## src/rtl/mc_control_fsm.sv

```systemverilog
// Multicycle MIPS main controller: sequences fetch/decode/execute/memory/writeback
// and handshakes with a variable-latency memory. Optional HALT trap: MC_CTRL_ILLEGAL_TRAP_EN.
`ifndef ALUOP_ADD
`define ALUOP_ADD  4'd0
`define ALUOP_ADDU 4'd1
`define ALUOP_SUB  4'd2
`define ALUOP_SUBU 4'd3
`define ALUOP_AND  4'd4
`define ALUOP_OR   4'd5
`define ALUOP_XOR  4'd6
`define ALUOP_NOR  4'd7
`define ALUOP_SLT  4'd8
`define ALUOP_SLTU 4'd9
`define ALUOP_SLLV 4'd10
`define ALUOP_SRLV 4'd11
`define ALUOP_SRAV 4'd12
`endif

module mc_control_fsm #(
  parameter int ALUOP_W = 4,
  parameter int STATE_W = 4
) (
  input  logic               clk,
  input  logic               rst,
  input  logic [5:0]         opcode,
  input  logic [5:0]         funct,
  input  logic               zero,
  input  logic               mem_ack,
  output logic               mem_req,
  output logic               mem_we,
  output logic               iord,
  output logic               ir_we,
  output logic               pc_we,
  output logic [1:0]         pc_src,
  output logic [1:0]         alu_src_a,
  output logic [2:0]         alu_src_b,
  output logic               ext_zero,
  output logic [ALUOP_W-1:0] alu_op,
  output logic               reg_we,
  output logic [1:0]         reg_dst,
  output logic [1:0]         wb_sel,
  output logic               instr_done,
  output logic               illegal,
  output logic [STATE_W-1:0] state
);

  typedef enum logic [STATE_W-1:0] {
    S_IF, S_ID, S_EX_R, S_EX_I, S_EX_MA, S_MEM_RD, S_MEM_WR,
    S_WB_R, S_WB_I, S_WB_MEM, S_BR, S_JMP, S_HALT
  } state_t;

  localparam logic [ALUOP_W-1:0] OP_ADD  = ALUOP_W'(`ALUOP_ADD);
  localparam logic [ALUOP_W-1:0] OP_ADDU = ALUOP_W'(`ALUOP_ADDU);
  localparam logic [ALUOP_W-1:0] OP_SUB  = ALUOP_W'(`ALUOP_SUB);
  localparam logic [ALUOP_W-1:0] OP_SUBU = ALUOP_W'(`ALUOP_SUBU);
  localparam logic [ALUOP_W-1:0] OP_AND  = ALUOP_W'(`ALUOP_AND);
  localparam logic [ALUOP_W-1:0] OP_OR   = ALUOP_W'(`ALUOP_OR);
  localparam logic [ALUOP_W-1:0] OP_XOR  = ALUOP_W'(`ALUOP_XOR);
  localparam logic [ALUOP_W-1:0] OP_NOR  = ALUOP_W'(`ALUOP_NOR);
  localparam logic [ALUOP_W-1:0] OP_SLT  = ALUOP_W'(`ALUOP_SLT);
  localparam logic [ALUOP_W-1:0] OP_SLTU = ALUOP_W'(`ALUOP_SLTU);
  localparam logic [ALUOP_W-1:0] OP_SLLV = ALUOP_W'(`ALUOP_SLLV);
  localparam logic [ALUOP_W-1:0] OP_SRLV = ALUOP_W'(`ALUOP_SRLV);
  localparam logic [ALUOP_W-1:0] OP_SRAV = ALUOP_W'(`ALUOP_SRAV);

  localparam logic [5:0] OPC_R = 6'h00, OPC_J = 6'h02, OPC_JAL = 6'h03, OPC_BEQ = 6'h04,
                         OPC_BNE = 6'h05, OPC_ADDI = 6'h08, OPC_ADDIU = 6'h09,
                         OPC_SLTI = 6'h0A, OPC_ANDI = 6'h0C, OPC_ORI = 6'h0D,
                         OPC_LW = 6'h23, OPC_SW = 6'h2B;
  localparam logic [5:0] FN_SLL = 6'h00, FN_SRL = 6'h02, FN_SRA = 6'h03, FN_SLLV = 6'h04,
                         FN_SRLV = 6'h06, FN_SRAV = 6'h07, FN_JR = 6'h08;

  state_t state_q, state_next;

  // R-type funct decode; r_ok marks every funct the controller implements, JR included.
  logic               r_ok;
  logic [ALUOP_W-1:0] r_op;
  always_comb begin
    r_ok = 1'b1;
    r_op = OP_ADD;
    case (funct)
      6'h20:           r_op = OP_ADD;
      6'h21:           r_op = OP_ADDU;
      6'h22:           r_op = OP_SUB;
      6'h23:           r_op = OP_SUBU;
      6'h24:           r_op = OP_AND;
      6'h25:           r_op = OP_OR;
      6'h26:           r_op = OP_XOR;
      6'h27:           r_op = OP_NOR;
      6'h2A:           r_op = OP_SLT;
      6'h2B:           r_op = OP_SLTU;
      FN_SLL, FN_SLLV: r_op = OP_SLLV;
      FN_SRL, FN_SRLV: r_op = OP_SRLV;
      FN_SRA, FN_SRAV: r_op = OP_SRAV;
      FN_JR:           r_op = OP_ADD;
      default:         r_ok = 1'b0;
    endcase
  end

  always_ff @(posedge clk) begin
    if (rst) state_q <= S_IF;
    else     state_q <= state_next;
  end

  assign state = state_q;

  always_comb begin
    state_next = state_q;
    mem_req    = 1'b0;
    mem_we     = 1'b0;
    iord       = 1'b0;
    ir_we      = 1'b0;
    pc_we      = 1'b0;
    pc_src     = 2'd0;
    alu_src_a  = 2'd0;
    alu_src_b  = 3'd0;
    ext_zero   = 1'b0;
    alu_op     = OP_ADD;
    reg_we     = 1'b0;
    reg_dst    = 2'd0;
    wb_sel     = 2'd0;
    instr_done = 1'b0;
    illegal    = 1'b0;
    case (state_q)
      S_IF: begin
        mem_req   = 1'b1;
        alu_src_b = 3'd1;
        if (mem_ack) begin
          ir_we      = 1'b1;
          pc_we      = 1'b1;
          state_next = S_ID;
        end
      end
      S_ID: begin
        alu_src_b = 3'd3;
        case (opcode)
          OPC_R: begin
            if (!r_ok)               state_next = S_IF;
            else if (funct == FN_JR) state_next = S_JMP;
            else                     state_next = S_EX_R;
          end
          OPC_J, OPC_JAL:                                   state_next = S_JMP;
          OPC_LW, OPC_SW:                                   state_next = S_EX_MA;
          OPC_BEQ, OPC_BNE:                                 state_next = S_BR;
          OPC_ADDI, OPC_ADDIU, OPC_ANDI, OPC_ORI, OPC_SLTI: state_next = S_EX_I;
          default:                                          state_next = S_IF;
        endcase
        // Anything that fell through to IF above is an undecodable instruction.
        if (state_next == S_IF) begin
`ifdef MC_CTRL_ILLEGAL_TRAP_EN
          state_next = S_HALT;
`else
          instr_done = 1'b1;
`endif
        end
      end
      S_EX_R: begin
        alu_op = r_op;
        if (funct == FN_SLL || funct == FN_SRL || funct == FN_SRA) begin
          alu_src_a = 2'd2;
          alu_src_b = 3'd4;
        end else if (funct == FN_SLLV || funct == FN_SRLV || funct == FN_SRAV) begin
          alu_src_a = 2'd2;
          alu_src_b = 3'd5;
        end else begin
          alu_src_a = 2'd1;
        end
        state_next = S_WB_R;
      end
      S_EX_I: begin
        alu_src_a = 2'd1;
        alu_src_b = 3'd2;
        ext_zero  = (opcode == OPC_ANDI) || (opcode == OPC_ORI);
        case (opcode)
          OPC_ADDIU: alu_op = OP_ADDU;
          OPC_ANDI:  alu_op = OP_AND;
          OPC_ORI:   alu_op = OP_OR;
          OPC_SLTI:  alu_op = OP_SLT;
          default:   alu_op = OP_ADD;
        endcase
        state_next = S_WB_I;
      end
      S_EX_MA: begin
        alu_src_a  = 2'd1;
        alu_src_b  = 3'd2;
        state_next = (opcode == OPC_LW) ? S_MEM_RD : S_MEM_WR;
      end
      S_MEM_RD: begin
        mem_req = 1'b1;
        iord    = 1'b1;
        if (mem_ack) state_next = S_WB_MEM;
      end
      S_MEM_WR: begin
        mem_req = 1'b1;
        mem_we  = 1'b1;
        iord    = 1'b1;
        if (mem_ack) begin
          instr_done = 1'b1;
          state_next = S_IF;
        end
      end
      S_WB_R, S_WB_I, S_WB_MEM: begin
        reg_we     = 1'b1;
        reg_dst    = (state_q == S_WB_R) ? 2'd1 : 2'd0;
        wb_sel     = (state_q == S_WB_MEM) ? 2'd1 : 2'd0;
        instr_done = 1'b1;
        state_next = S_IF;
      end
      S_BR: begin
        alu_src_a  = 2'd1;
        alu_op     = OP_SUB;
        pc_src     = 2'd1;
        pc_we      = (opcode == OPC_BNE) ? ~zero : zero;
        instr_done = 1'b1;
        state_next = S_IF;
      end
      S_JMP: begin
        pc_we      = 1'b1;
        instr_done = 1'b1;
        state_next = S_IF;
        if (opcode == OPC_JAL) begin
          pc_src  = 2'd2;
          reg_we  = 1'b1;
          reg_dst = 2'd2;
          wb_sel  = 2'd2;
        end else if (opcode == OPC_J) begin
          pc_src = 2'd2;
        end else begin
          pc_src = 2'd3;
        end
      end
`ifdef MC_CTRL_ILLEGAL_TRAP_EN
      S_HALT: illegal = 1'b1;
`endif
      default: state_next = S_IF;
    endcase
    // Reset forces every output quiet, dropping any outstanding memory request.
    if (rst) begin
      state_next = S_IF;
      mem_req    = 1'b0;
      mem_we     = 1'b0;
      iord       = 1'b0;
      ir_we      = 1'b0;
      pc_we      = 1'b0;
      pc_src     = 2'd0;
      alu_src_a  = 2'd0;
      alu_src_b  = 3'd0;
      ext_zero   = 1'b0;
      alu_op     = '0;
      reg_we     = 1'b0;
      reg_dst    = 2'd0;
      wb_sel     = 2'd0;
      instr_done = 1'b0;
      illegal    = 1'b0;
    end
  end

endmodule

```

## config.mk

```make
export PLATFORM = sky130hd
export DESIGN_NAME = mc_control_fsm
export DESIGN_NICKNAME = d
export VERILOG_FILES = /design/src/rtl/mc_control_fsm.sv
export SDC_FILE = /design/constraint.sdc
export NUM_CORES = 1
export LEC_CHECK = 0
export CORE_UTILIZATION = 37
export DETAILED_ROUTE_END_ITERATION = 10
export GPL_TIMING_DRIVEN = 0
export MAX_ROUTING_LAYER = met4
export PLACE_DENSITY = 0.77
export SLEW_MARGIN = 20
export SYNTH_ARGS = -nofsm -noshare
export SYNTH_HDL_FRONTEND = slang
export SYNTH_SLANG_ARGS = --single-unit
export TNS_END_PERCENT = 30
```

## constraint.sdc

```tcl
create_clock -name clk -period 1.45 [get_ports clk]
set_clock_uncertainty 0.15 [all_clocks]
set_input_delay 0.2175 -clock clk [delete_from_list [all_inputs] [get_ports clk]]
set_output_delay 0.2175 -clock clk [all_outputs]
set_load 0.05 [all_outputs]
```

==> flow_metrics.py <==
metrics = {
    "outcome": {
        "outcome": "finished with violations",
        "violations": "setup timing",
    },
    "sta": {
        "rsz0062_at_grt": "true",
        "finalCriticalPeriod_ns": 2.15,
        "max_freq_ghz": 0.465,
        "hold_viol": 0,
        "finalWorstSetupSlack_ns": -0.700,
        "slew_violations": 0,
        "setup_violations": 26,
        "finalCritPeriodShare_pct": 148,
        "whs_ns": 0.340,
    },
    "route": {
        "dr.pass1.iters": 4,
        "post-route-drc-count": 0,
        "wl_per_cell_um": 20.0,
        "totalWireLength_um": 4590,
        "vias": 1442,
        "vias_per_cell": 6.30,
        "drt_iter0_markers": 87,
        "antenna_left": 0,
    },
    "hold_path": {
        "min_from": "opcode[4]",
        "hold_path_class": "primary input to register",
    },
    "critical_path": {
        "max_stage_delay_ns": 0.40,
        "required_ns": 1.08,
        "critPathArrivalTime_ns": 1.78,
        "rrSetupSlack_ns": -0.04,
        "critPathCaptureType": "output port",
        "cp_max_fo": 5,
        "critPathKind": "register to output port",
        "slowest_stage": "or3_4",
        "crit_buf_inv": 2,
        "startpoint_type": "register",
        "crit_start": "state[2]",
        "worstPathCellList": "buf_8 -> nor3_4 -> nand4_1 -> or3_4 -> o31ai_4 -> buf_6",
        "r2r_start": "state[1]",
        "path_delay_family": "simple AND/OR/NAND/NOR gates",
    },
    "synth": {
        "yosysWarnings": 0,
        "postSynthAreaPerCell_um2": 6.33,
        "synthCells": 145,
        "async_reset_ff_share_pct": 0,
        "ys.flop_type": "dfxtp_1",
        "yosysSeqAreaShare_pct": 8.73,
        "ys_ff_latch": 4,
        "synth_nets": 161,
        "synth-edff-count": 0,
        "synth_cell_types": 49,
        "yosysTopAreaCell": "dfxtp_1",
        "synth_top_cells_by_area": "dfxtp_1 (8.7%), nor2_1 (8.2%), nor3_1 (6.0%)",
        "synth_top_area_share_pct": 8.73,
        "netlist_area_um2": 917,
    },
    "final_layout": {
        "final_layout_size_suffix_gt1_share_pct": 62.7,
        "post-route-util_pct": 86.4,
        "n_fill_cell": 119,
        "nNetsFinal": 219,
        "final_common_cell": "buf_6",
        "area_growth_pct": 114,
        "layout_common_cells": "buf_6 (25), buf_4 (12), nand2_1 (11)",
        "largest_reg_flops": 4,
        "final_area_um2": 1970,
        "antenna_cells": 0,
    },
    "clock_network": {
        "cts_tree": "built",
        "insertion_delay_ns": 0.25,
        "cts_sinks": 4,
        "htree_levels": 1,
        "cts-root-buf": "clkbuf_4",
        "hold_buffers": 0,
        "cts_made_buffers": 3,
        "cts_max_path_buffers": 2,
        "path_clk_slew_ns": 0.03,
    },
    "floorplan": {
        "num_rows": 17,
        "fp.dieArea_um2": 2680,
        "core_um2": 2280,
        "dieHeight_um": 51.8,
        "die_width_um": 51.8,
        "initial_utilization_pct": 40.3,
        "io_pins": 44,
    },
    "pwr": {
        "p_sw_share_pct": 54.3,
        "pwr-share-seq_pct": 8.6,
        "leakage_nw": 0.793,
        "max-vdd-ir-drop_v": 0.00169,
        "p_int_mw": 1.25,
        "switchingPower_mw": 1.48,
        "p_per_area_nw_per_um2": 1390,
        "power_frac_comb_pct": 86.0,
        "clockPowerShare_pct": 5.4,
        "power.total_mw": 2.74,
    },
    "placed_design": {
        "place.detailed.hpwl_um": 2490,
        "gp_congestion": 0.913,
        "place_ws_ns": -1.52,
        "numPortBuffers": 39,
        "placed_area_um2": 1540,
    },
    "run": {
        "maxCapViolCount": 0,
    },
    "global_routing": {
        "grt_pass1_wl_um": 6250,
        "grt_max_degree": 11,
        "track_usage_pct": 32.6,
        "grt_pass1_vias": 1295,
        "antenna_found_initial": 0,
        "grt_overflow_total": 0,
    },
}
-- metal layers --
metal / GRT usage (%) / routed length (um) / up-vias
met4: 12.2 / 192 / 0
met5: - / 0 / -
met2: 56.3 / 2270 / 111
li1: - / - / 640
met3: 5.26 / 398 / 21
met1: 37.8 / 1730 / 670
-- power by group through the flow --
stage / registers, mW / clock network, mW / logic, mW
2_1_floorplan: 0.343 / 0 / 1.14
3_3_place_gp: 0.212 / 0 / 1.69
3_5_place_dp: 0.217 / 0 / 1.71
4_1_cts: 0.229 / 0.149 / 2.03
5_1_grt: 0.239 / 0.159 / 2.43
6_report: 0.235 / 0.148 / 2.35
-- tightest hold or removal path: cells and delay by family --
| kind | cells | cell delay, ns |
|---|---|---|
| compound gates | 2 | 0.35 |
| buf+inv | 1 | 0.11 |
-- layout make-up --
type                            count  area (um^2)  area share (%)
Buffer                             13          141            7.19
Timing Repair Buffer               53          546            27.7
Clock buffer                        3         22.5            1.15
Sequential cell                     4         95.1            4.83
Tap cell                           28         35.0            1.78
Inverter                            6         22.5            1.15
Multi-Input combinational cell    122         1100            56.2
-- cells in the mapped netlist, types with 2 or more instances --
cell	number
o211ai_1	2
nor2_1	20
o22ai_1	3
nor4_1	2
dfxtp_1	4
and3_1	3
o31ai_1	3
a21o_1	3
nand3_1	3
o21ai_0	5
or3_1	5
a21oi_1	7
nand2b_1	4
nor2b_1	5
nand4_1	2
nor3_2	2
mux2i_1	2
a22oi_1	2
nand2_1	14
nor3_1	11
buf_2	9
inv_1	6
buf_4	2
-- final timing paths --
| kind | endpoint | cells past startpoint |
|---|---|---|
| hold reg to reg | state[3] | 3 |
| hold / removal | state[0] | 3 |
| setup reg to reg | state[0] | 4 |
| setup / recovery | alu_op[3] | 6 |
-- kinds of logic (layout without fill, tap and decap cells) --
kind of cell           after synthesis  count (layout)  share of synthesized area, %
AND/OR/NAND/NOR                     81              81                          47.3
AO/OA/AOI/OAI                       37              37                          29.6
multiplexers                         2               2                          2.18
XOR/XNOR                             1               1                         0.955
buffers and inverters               19              75                          10.8
other                                1               1                         0.409
flip-flops                           4               4                          8.73
-- through the flow --
stage / setup TNS, ns / cells
floorplan: -9.27 / 145
global placement: -26.90 / 212
detailed placement: -27.51 / 212
CTS: -9.34 / 222
global route: -11.92 / 229
finish: -10.91 / 229
-- timing repair --
| item | CTS | global route |
|---|---|---|
| endpoints found under the setup margin | 31 | 27 |
| setup buffers | 6 | 7 |
| gates cloned | 1 | 0 |
| pin swaps | 14 | 8 |
| gates resized for setup | 236 | 29 |
Power figures use the tool's default switching activity.
